===== src/rtl/cache2w_miss_ctrl.sv =====
// cache2w_miss_ctrl: sequencing controller for a 2-set x 2-way cache array.
// Handles one CPU access at a time: hit/miss lookup, victim choice by
// valid/LRU, dirty write-back, fill over a req/ack handshake, array update
// and LRU touch, plus saturating hit/miss statistics.
module cache2w_miss_ctrl (
    input  logic       clock,
    input  logic       resetn,
    input  logic       cpu_req,
    input  logic       cpu_write,
    input  logic [4:0] cpu_addr,
    input  logic [3:0] cpu_wdata,
    output logic       cpu_ready,
    output logic       cpu_done,
    output logic [3:0] cpu_rdata,
    output logic       arr_index,
    input  logic [1:0] way_valid,
    input  logic [1:0] way_dirty,
    input  logic [3:0] way_tag0,
    input  logic [3:0] way_tag1,
    input  logic [3:0] way_data0,
    input  logic [3:0] way_data1,
    input  logic       lru_way,
    output logic       arr_we,
    output logic       arr_way,
    output logic [3:0] arr_wtag,
    output logic [3:0] arr_wdata,
    output logic       arr_wdirty,
    output logic       arr_touch,
    output logic       arr_touch_way,
    output logic       mem_req,
    output logic       mem_we,
    output logic [4:0] mem_addr,
    output logic [3:0] mem_wdata,
    input  logic [3:0] mem_rdata,
    input  logic       mem_ack,
    output logic [7:0] hit_count,
    output logic [7:0] miss_count
);

    typedef enum logic [2:0] {
        IDLE,
        LOOKUP,
        WRITEBACK,
        FILL,
        UPDATE
    } state_t;

    state_t     state;
    state_t     next_state;

    logic [4:0] addr_q;
    logic       write_q;
    logic [3:0] wdata_q;
    logic       victim_way_q;
    logic [3:0] victim_tag_q;
    logic [3:0] victim_data_q;
    logic [3:0] fill_data_q;

    logic [3:0] req_tag;
    logic       hit0;
    logic       hit1;
    logic       hit;
    logic       hit_way;
    logic [3:0] hit_data;
    logic       victim_way;
    logic [3:0] victim_tag;
    logic [3:0] victim_data;
    logic       victim_needs_wb;

    assign req_tag   = addr_q[4:1];
    assign arr_index = addr_q[0];

    // Hit detection and victim choice from the array's view of the addressed set
    always_comb begin
        hit0     = way_valid[0] & (way_tag0 == req_tag);
        hit1     = way_valid[1] & (way_tag1 == req_tag);
        hit      = hit0 | hit1;
        hit_way  = hit0 ? 1'b0 : 1'b1;
        hit_data = hit0 ? way_data0 : way_data1;

        if (!way_valid[0]) begin
            victim_way = 1'b0;
        end else if (!way_valid[1]) begin
            victim_way = 1'b1;
        end else begin
            victim_way = lru_way;
        end
        victim_tag      = victim_way ? way_tag1 : way_tag0;
        victim_data     = victim_way ? way_data1 : way_data0;
        victim_needs_wb = way_valid[victim_way] & way_dirty[victim_way];
    end

    // State register; reset abandons any access in flight
    always_ff @(posedge clock or negedge resetn) begin
        if (!resetn) begin
            state <= IDLE;
        end else begin
            state <= next_state;
        end
    end

    // Next-state decode plus all array and memory strobes
    always_comb begin
        next_state    = state;
        cpu_ready     = 1'b0;
        arr_we        = 1'b0;
        arr_way       = 1'b0;
        arr_wtag      = req_tag;
        arr_wdata     = wdata_q;
        arr_wdirty    = 1'b0;
        arr_touch     = 1'b0;
        arr_touch_way = 1'b0;
        mem_req       = 1'b0;
        mem_we        = 1'b0;
        mem_addr      = addr_q;
        mem_wdata     = victim_data_q;

        case (state)
            IDLE: begin
                cpu_ready = 1'b1;
                if (cpu_req) begin
                    next_state = LOOKUP;
                end
            end
            LOOKUP: begin
                if (hit) begin
                    arr_touch     = 1'b1;
                    arr_touch_way = hit_way;
                    if (write_q) begin
                        arr_we     = 1'b1;
                        arr_way    = hit_way;
                        arr_wdirty = 1'b1;
                    end
                    next_state = IDLE;
                end else if (victim_needs_wb) begin
                    next_state = WRITEBACK;
                end else begin
                    next_state = FILL;
                end
            end
            WRITEBACK: begin
                mem_req  = 1'b1;
                mem_we   = 1'b1;
                mem_addr = {victim_tag_q, addr_q[0]};
                if (mem_ack) begin
                    next_state = FILL;
                end
            end
            FILL: begin
                mem_req = 1'b1;
                if (mem_ack) begin
                    next_state = UPDATE;
                end
            end
            UPDATE: begin
                arr_we        = 1'b1;
                arr_way       = victim_way_q;
                arr_wdata     = write_q ? wdata_q : fill_data_q;
                arr_wdirty    = write_q;
                arr_touch     = 1'b1;
                arr_touch_way = victim_way_q;
                next_state    = IDLE;
            end
            default: begin
                next_state = IDLE;
            end
        endcase
    end

    // Request latches, victim capture, fill capture, CPU response and statistics
    always_ff @(posedge clock or negedge resetn) begin
        if (!resetn) begin
            addr_q        <= 5'd0;
            write_q       <= 1'b0;
            wdata_q       <= 4'd0;
            victim_way_q  <= 1'b0;
            victim_tag_q  <= 4'd0;
            victim_data_q <= 4'd0;
            fill_data_q   <= 4'd0;
            cpu_done      <= 1'b0;
            cpu_rdata     <= 4'd0;
            hit_count     <= 8'd0;
            miss_count    <= 8'd0;
        end else begin
            cpu_done <= 1'b0;
            case (state)
                IDLE: begin
                    if (cpu_req) begin
                        addr_q  <= cpu_addr;
                        write_q <= cpu_write;
                        wdata_q <= cpu_wdata;
                    end
                end
                LOOKUP: begin
                    if (hit) begin
                        cpu_done <= 1'b1;
                        if (!write_q) begin
                            cpu_rdata <= hit_data;
                        end
                        if (hit_count != 8'hFF) begin
                            hit_count <= hit_count + 8'd1;
                        end
                    end else begin
                        victim_way_q  <= victim_way;
                        victim_tag_q  <= victim_tag;
                        victim_data_q <= victim_data;
                        if (miss_count != 8'hFF) begin
                            miss_count <= miss_count + 8'd1;
                        end
                    end
                end
                FILL: begin
                    if (mem_ack) begin
                        fill_data_q <= mem_rdata;
                    end
                end
                UPDATE: begin
                    cpu_done <= 1'b1;
                    if (!write_q) begin
                        cpu_rdata <= fill_data_q;
                    end
                end
                default: begin
                end
            endcase
        end
    end

endmodule


===== config.mk =====
export PLATFORM = sky130hd
export DESIGN_NAME = cache2w_miss_ctrl
export DESIGN_NICKNAME = d
export VERILOG_FILES = /design/src/rtl/cache2w_miss_ctrl.sv
export SDC_FILE = /design/constraint.sdc
export NUM_CORES = 1
export LEC_CHECK = 0
export CAP_MARGIN = 15
export CORE_ASPECT_RATIO = 1.25
export CORE_MARGIN = 2
export CORE_UTILIZATION = 35
export DETAILED_ROUTE_END_ITERATION = 8
export MAX_ROUTING_LAYER = met4
export PLACE_DENSITY_LB_ADDON = 0.3
export SKIP_CTS_REPAIR_TIMING = 1
export SLEW_MARGIN = 20
export SYNTH_ARGS = -nofsm -noshare
export SYNTH_HDL_FRONTEND = slang
export SYNTH_SLANG_ARGS = --single-unit

===== constraint.sdc =====
create_clock -name clock -period 2.65 [get_ports clock]
set_clock_uncertainty 0.2 [all_clocks]
set_input_delay 0.53 -clock clock [delete_from_list [all_inputs] [get_ports clock]]
set_output_delay 0.53 -clock clock [all_outputs]
set_load 0.02 [all_outputs]

## Word level (Yosys, flattened, before mapping)

Cells that the tools add are included.

- Register bits: 47
- Bits in latches: 0
- RAM bits: 0
- ROM bits: 0
- Bits of input ports: 39
- Output and inout bits: 47
- Memories: 0

- Add/subtract/negate cells: 2
- Multiply operators: 0
- Div/mod/pow operators: 0
- Order comparisons: 1
- Equal/unequal tests: 14
- Shifts and indexed selects: 0
- Multiplexer cells: 37
- Bitwise operators: 5
- Reductions and logical operators: 10

Operators with widths:

| operator | number |
|---|---|
| $mux 4 | 8 |
| $mux 1 | 17 |
| $add 8x1->8 const B | 2 |
| $ne 8x8->1 const B | 2 |
| $ne 2x2->1 const B | 6 |
| $pmux 3 s4 | 1 |
| $pmux 1 s2 | 5 |
| $mux 3 | 3 |
| $reduce_and 3->1 | 3 |
| $eq 4x4->1 | 2 |
| $pmux 4 s2 | 1 |
| $eq 3x2->1 const B | 2 |
| $reduce_and 2->1 | 3 |
| $mux 5 | 1 |
| $reduce_and 4->1 | 1 |
| $and 1x1->1 | 3 |
| $eq 3x1->1 const B | 1 |
| $eq 3x3->1 const B | 1 |
| $logic_not 3->1 | 1 |
| $lt 1x2->1 const B | 1 |
| $mux 2 | 1 |
| $reduce_bool 2->1 | 1 |
| $reduce_or 2->1 | 1 |
| $not 1->1 | 1 |
| $or 1x1->1 | 1 |

## Logic depth before layout (Yosys ltp)

Gate-level depths: netlist of run 1.

- Word-level depth: 8
- Mapped depth: 7

## Worst setup path after synthesis of run 1

OpenSTA, ideal clock, no wires.

- Kind: register to output
- Start: reg addr_q[1]
- End: out arr_way
- Arrival time: 2.088 ns
- Setup slack: -0.168 ns
- Cell stages (with the launch flop): 7
- Path through: dfrtp_1 -> xnor2_1 -> nand3_1 -> or2_2 -> buf_2 -> clkbuf_1 -> o31ai_1

- Word-level cells in the longest chain between the ends: 6
- Elaborated cells on any way between the ends: 9

RTL lines:

| what | line | text |
|---|---|---|
| start, declared | 51 | `logic [4:0] addr_q;` |
| start signal, assigned | 189 | `addr_q <= cpu_addr;` |
| $eq 4x4->1 | 75 | `hit0 = way_valid[0] & (way_tag0 == req_tag);` |
| $and 1x1->1 | 75 |  |
| $mux 1 | 78 | `hit_way = hit0 ? 1'b0 : 1'b1;` |
| $mux 1 | 129 | `if (write_q) begin` |
| $mux 1 (*) | 126 | `if (hit) begin` |
| $pmux 1 s2 (*) | 118 | `case (state)` |
| end, declared | 24 | `output logic arr_way,` |

Mark *: on every way between the ends. The rest lies on a longest branch, timed or not.

## Final worst setup path of run 1

- Start: reg state[0]
- End: out cpu_ready

- Word-level cells in the longest chain between the ends: 2

RTL lines:

| what | line | text |
|---|---|---|
| start, declared | 48 | `state_t state;` |
| start signal, assigned | 98 | `state <= next_state;` |
| $logic_not 3->1 | 118 |  |
| $mux 1 | 118 |  |
| end, declared | 12 | `output logic cpu_ready,` |

No other way between the ends.

==> flow_metrics.env, run 1 <==
export IMPL_status="complete, no violations"
export IMPL_synth_distinct_cells=48
export IMPL_p_int_mw=2.48
export IMPL_ys_warn_count=0
export IMPL_start_kind="flop"
export IMPL_antenna_found_initial=0
export IMPL_power_density_nw_per_um2=1050
export IMPL_syn_area_per_cell_um2=10.7
export IMPL_synth_top_area_frac=0.455
export IMPL_ys_seq_elements=47
export IMPL_grt_pass1_vias=2437
export IMPL_crit_type="reg2out"
export IMPL_track_usage=0.188
export IMPL_power_frac_clock=0.109
export IMPL_critPathMaxFanout=7
export IMPL_dr_pass1_iters=4
export IMPL_synthesis_area_um2=2590
export IMPL_start_util=0.356
export IMPL_reg2reg_depth=6
export IMPL_fp_dieW_um=80.9
export IMPL_period_needed_ps=2580
export IMPL_via_per_inst=5.17
export IMPL_h_tree_depth=2
export IMPL_ys_top_cells_by_area="dfrtp_1 45%, mux2_2 12%, nand2_1 4.6%"
export IMPL_cts_sinks=47
export IMPL_async_flop_share=1.00
export IMPL_p_sw_frac=0.409
export IMPL_p_sw_mw=1.72
export IMPL_synth_edff_count=0
export IMPL_gp_congestion=0.847
export IMPL_num_rows=35
export IMPL_grt_ovfl_total=0
export IMPL_final_layout_size_suffix_gt1_frac=0.267
export IMPL_io_pins=86
export IMPL_wl_um=7220
export IMPL_fp_coreArea_um2=7270
export IMPL_drtIter0Drc=96
export IMPL_slew_headroom=0.661
export IMPL_synth_most_common_cell="dfrtp_1"
export IMPL_clock_latency_ps=290
export IMPL_synth_flop_cell="dfrtp_1"
export IMPL_final_core_util=0.550
export IMPL_setup_tns_ps=0
export IMPL_grt_pass1_wl_um=11500
export IMPL_dieArea_um2=8100
export IMPL_syn_to_final_growth_pct=54.4
export IMPL_irDropWorstVdd_mv=0.509
export IMPL_hold_ws_ps=291
export IMPL_total_power_mw=4.20
export IMPL_hold_viol_final=0
export IMPL_num_vias=2371
export IMPL_cap_violations=0
export IMPL_ant_nets=0
export IMPL_hold_path_class="reg2reg"
export IMPL_setup_violations=0
export IMPL_io_buffers=85
export IMPL_ys_seq_area_frac=0.455
export IMPL_clk_pin_slew_ps=90
export IMPL_fp_dieH_um=100
export IMPL_drv_slew=0
export IMPL_n_antenna_cell=0
export IMPL_r2r_start="state[2]"
export IMPL_endpoint_kind="output pin"
export IMPL_synth_top_area_cell="dfrtp_1"
export IMPL_crit_start="state[0]"
export IMPL_leakage_nw=1.84
export IMPL_clock_path_buffers=2
export IMPL_max_freq_mhz=387
export IMPL_fillCellCount=686
export IMPL_tightest_slew_ps=503
export IMPL_drc=0
export IMPL_synth_cells_most_frequent="47 x dfrtp_1, 32 x nand2_1, 27 x mux2_2"
export IMPL_wl_per_cell_um=15.7
export IMPL_syn_inst=242
export IMPL_hpwl_um=5550
export IMPL_cts_root_buffer="clkbuf_8"
export IMPL_hold_depth=1
export IMPL_nNetsFinal=407
export IMPL_cts_made_buffers=5
export IMPL_cp_data_arrival_time_ps=1850
export IMPL_synth_fp_nets=283
export IMPL_required_ps=1920
export IMPL_combinationalPowerShare=0.589
export IMPL_grt_max_degree=20
export IMPL_fin_crit_sh=0.975
export IMPL_min_from="hit_count[5]"
export IMPL_cts_tree="yes"
export IMPL_seq_power_share=0.302
## state kept, by name (all words and copies together) (netlist names)
signal        flops
write_q           1
state             3
addr_q            5
hit_count         8
miss_count        8
victim_way_q      1
mem_wdata         4
cpu_done          1
victim_tag_q      4
fill_data_q       4
wdata_q           4
cpu_rdata         4
## path summary, 6_finish.rpt
path / end / slack [ps]
setup / recovery: cpu_ready / 70
hold / removal: hit_count[5] / 290
setup reg to reg: cpu_rdata[2] / 260
hold reg to reg: hit_count[5] / 290
max in group asynchronous: victim_tag_q[2] / 1170
min in group asynchronous: miss_count[1] / 500
## metal layers
metal,GRT usage,vias up,wire [um]
met4,0.0561,0,139
met2,0.335,48,3910
met5,-,-,0
met1,0.220,1184,2980
li1,-,1129,-
met3,0.0216,10,183
## stage by stage
stage | cells | worst slack (ps) | cell area [um^2]
6_report | 459 | 65.4 | 4000
2_1_floorplan | 242 | -10.3 | 2590
3_3_place_gp | 447 | -743 | 3790
4_1_cts | 455 | -797 | 3880
5_1_grt | 459 | -11.2 | 4000
3_5_place_dp | 447 | -789 | 3790
## kinds of logic (layout without fill, tap and decap cells)
logic type,Yosys count,count (layout),synth area share
and+or+nand+nor,81,81,0.163
DFF,47,47,0.455
AOI/OAI and AO/OA,46,46,0.151
muxes,32,32,0.137
buffers and inverters,19,144,0.0334
xor gates and xnor gates,15,15,0.0508
adders and majority gates,2,2,0.00967
## worst max-delay path, cell delays in order (launching register included)
cell and delay [ps]:
dfrtp_1 420, buf_4 180, nor3_2 300, clkdlybuf4s50_1 660
## power groups by stage
stage	sequential [mW]	combinational, mW	clock (mW)
global route	1.31	2.66	0.505
floorplan	1.46	1.08	0
CTS	1.26	2.45	0.469
global placement	1.26	2.41	0
finish	1.27	2.47	0.459
detailed placement	1.27	2.44	0
## cell type report
type | instances | area [um^2] | share of cell area
Multi-Input combinational cell | 176 | 1390 | 0.347
Clock buffer | 7 | 86.3 | 0.0216
Sequential cell | 47 | 1180 | 0.294
Timing Repair Buffer | 126 | 1180 | 0.296
Tap cell | 92 | 115 | 0.0288
Clock inverter | 1 | 8.76 | 0.00219
Inverter | 10 | 37.5 | 0.00940
## placed cells by master, fill, tap and decap left out, types with 7 or more instances in the layout
cell | synthesis | final
buf_4 | 1 | 44
nor2_1 | 8 | 7
clkdlybuf4s50_1 | 0 | 62
xor2_1 | 8 | 7
dlymetal6s2s_1 | 0 | 17
nand3_1 | 8 | 8
dfrtp_1 | 47 | 47
xnor2_1 | 7 | 7
a21oi_1 | 10 | 10
inv_1 | 10 | 9
nand2_1 | 32 | 30
mux2_2 | 27 | 27
No activity file was read; power rests on OpenSTA's default activity.
==> run 2: changes to the inputs <==
--- a/config.mk
+++ b/config.mk
@@ -5,6 +5,7 @@
 export SDC_FILE = /design/constraint.sdc
 export NUM_CORES = 1
 export LEC_CHECK = 0
+export ABC_CLOCK_PERIOD_IN_PS = 2650
 export CAP_MARGIN = 15
 export CORE_ASPECT_RATIO = 1.25
 export CORE_MARGIN = 2
==> results of run 2 <==
Final layout, timing and power as in run 1 (identical DEF).
==> run 3: changes to the inputs <==
--- a/config.mk
+++ b/config.mk
@@ -5,6 +5,7 @@
 export SDC_FILE = /design/constraint.sdc
 export NUM_CORES = 1
 export LEC_CHECK = 0
+export ABC_AREA = 1
 export ABC_CLOCK_PERIOD_IN_PS = 2650
 export CAP_MARGIN = 15
 export CORE_ASPECT_RATIO = 1.25
==> run 3 against run 2 <==
  * Combinational power decreased by 11%
  * Design area up 0.88%
  * Cell count is 21% higher
  * Core utilization shrank 2.6 points
  * Via count increased by 4.4%
  * Worst hold slack got worse by 270 ps
  * Clock power rose by 20%
  * Total power down 5.6%
  * Sequential cell count unchanged
  * Setup slack got worse by 6.2 ps
  * Synthesized area is 5.9% higher
  * Fmax shrank 0.24%
  * Critical path type is now in2out
  * Critical endpoint is now arr_we
==> flow_metrics.env, run 3 <==
export IMPL_period_needed_ps=2590
export IMPL_syn_to_final_growth_pct=47.1
export IMPL_io_pins=86
export IMPL_async_flop_share=1.00
export IMPL_final_cell_mix="124 x nand2_1, 63 x clkdlybuf4s50_1, 47 x dfrtp_1, 41 x inv_1, 22 x buf_4"
export IMPL_synth_top_family_by_area="simple AND/OR/NAND/NOR gates"
export IMPL_gp_congestion=0.871
export IMPL_top_regs="hit_count: 8 flops, miss_count: 8 flops, addr_q: 5 flops"
export IMPL_leakage_nw=2.13
export IMPL_synth_adder_area_share=0.00914
export IMPL_track_usage=0.160
export IMPL_hpwl_um=5150
export IMPL_ys_top_cells_by_area="dfrtp_1 43%, nand2_1 17%, inv_1 5.9%"
export IMPL_cp_top_family="buffers and inverters"
export IMPL_antenna_found_initial=0
export IMPL_fin_crit_sh=0.978
export IMPL_tightest_slew_ps=570
export IMPL_num_vias=2475
export IMPL_wl_um=6540
export IMPL_cp_slowest_cell="clkdlybuf4s50_1"
export IMPL_irDropWorstVdd_mv=0.568
export IMPL_synth_fp_nets=392
export IMPL_synth_edff_count=0
export IMPL_start_kind="input port"
export IMPL_drc=0
export IMPL_final_setup_worst_slack_ps=59.2
export IMPL_cts_sinks=47
export IMPL_synthesis_area_um2=2740
export IMPL_final_core_util=0.523
export IMPL_grt_ovfl_total=0
export IMPL_fp_dieW_um=83.1
export IMPL_cts_root_buffer="clkbuf_8"
export IMPL_layout_commonest_cell="nand2_1"
export IMPL_syn_inst=351
export IMPL_clock_path_buffers=2
export IMPL_start_util=0.356
export IMPL_hold_viol_final=0
export IMPL_slew_headroom=0.620
export IMPL_synth_distinct_cells=28
export IMPL_h_tree_depth=2
export IMPL_grt_pass1_vias=2361
export IMPL_regArea_um2=1180
export IMPL_io_buffers=85
export IMPL_crit_top_cell="nand2_2"
export IMPL_ys_seq_elements=47
export IMPL_drv_slew=0
export IMPL_syn_area_per_cell_um2=7.80
export IMPL_crit_type="in2out"
export IMPL_cap_violations=0
export IMPL_grt_pass1_wl_um=10800
export IMPL_wl_per_cell_um=11.8
export IMPL_via_per_inst=4.46
export IMPL_max_freq_mhz=386
export IMPL_synth_compound_area_frac=0.0886
export IMPL_num_rows=36
export IMPL_synthMuxAreaShare=0.0370
export IMPL_rsz0062_at_grt="yes"
export IMPL_placed_cells=546
export IMPL_synth_flop_cell="dfrtp_1"
export IMPL_fp_coreArea_um2=7700
export IMPL_synth_top_area_cell="dfrtp_1"
export IMPL_n_antenna_cell=0
export IMPL_synth_cells_most_frequent="125 x nand2_1, 47 x dfrtp_1, 43 x inv_1"
export IMPL_multi_input_area_um2=1360
export IMPL_final_layout_size_suffix_gt1_frac=0.202
export IMPL_cts_tree="yes"
export IMPL_crit_chain="clkdlybuf4s50_1 > nand2_2 > nor2_8 > nand3_4 > nand2_2 > nand3_1 > nand2_1 > buf_4"
export IMPL_hold_path_class="in2async"
export IMPL_setup_violations=0
export IMPL_yosys_area_share_simple=0.307
export IMPL_clk_pin_slew_ps=90
export IMPL_finalNonFillerCells=555
export IMPL_max_stage_delay_ps=530
export IMPL_dieArea_um2=8550
export IMPL_clock_latency_ps=290
export IMPL_synth_xor_area_frac=0.0416
export IMPL_synth_most_common_cell="nand2_1"
export IMPL_synth_top_area_frac=0.429
export IMPL_pre_cts_ws_ps=-553
export IMPL_power_density_nw_per_um2=983
export IMPL_drtIter0Drc=75
export IMPL_cp_data_arrival_time_ps=1860
export IMPL_required_ps=1920
export IMPL_dr_pass1_iters=5
export IMPL_cts_made_buffers=5
export IMPL_ys_seq_area_frac=0.429
export IMPL_ant_nets=0
export IMPL_critPathMaxFanout=5
export IMPL_endpoint_kind="output pin"
export IMPL_fp_dieH_um=103
export IMPL_path_buf_inv=2
export IMPL_grt_max_degree=26
export IMPL_status="complete, no violations"
export IMPL_ys_warn_count=0
export IMPL_fillCellCount=727
export IMPL_nNetsFinal=500
run 3: report_power, final:
group	total [mW]	internal, mW	switching (mW)
sequential	1.21	0.991	0.219
combinational	2.20	0.996	1.21
clock	0.551	0.306	0.245
run 3: cell families (layout without fill, tap and decap cells):
group / after synthesis / count (layout)
xor+xnor: 13 / 13
mux: 9 / 9
flops: 47 / 47
compound gates: 38 / 38
simple gates: 186 / 186
buf+inv: 56 / 165
fa+ha+maj: 2 / 2
run 3: final timing paths:
check                              from       endpoint  slack, ps  depth (start not counted)
setup reg to reg              addr_q[2]  miss_count[3]        570                         13
min in group clock         cpu_rdata[3]   cpu_rdata[3]        290                          2
hold reg to reg            cpu_rdata[3]   cpu_rdata[3]        290                          2
hold / removal                   resetn   hit_count[4]         20                          1
setup / recovery           way_valid[0]         arr_we         60                          8
max in group asynchronous        resetn   cpu_rdata[3]       1700                          2
run 3: through the flow:
stage	TNS, ps	cell area [um^2]	total power [mW]	hold WS, ps
finish	0	4030	3.96	17.2
global route	-28.6	4030	4.28	60.5
CTS	-3880	3940	3.99	35.4
detailed placement	-2290	3820	3.42	269
global placement	-2280	3820	3.39	264
floorplan	0	2740	2.49	34.4
run 3: layer usage:
layer	GRT usage	up-vias	part of all wire	routed length (um)
met4	0.0340	0	0.0043	28
met5	-	-	0	0
li1	-	1310	-	-
met3	0.0288	2	0.037	243
met1	0.206	1114	0.45	2970
met2	0.266	49	0.50	3300
run 3: final cells by class:
cell class,instances,share of cell area
Inverter,50,0.0466
Sequential cell,47,0.292
Tap cell,95,0.0295
Multi-Input combinational cell,248,0.338
Clock inverter,2,0.00869
Timing Repair Buffer,107,0.265
Clock buffer,6,0.0205
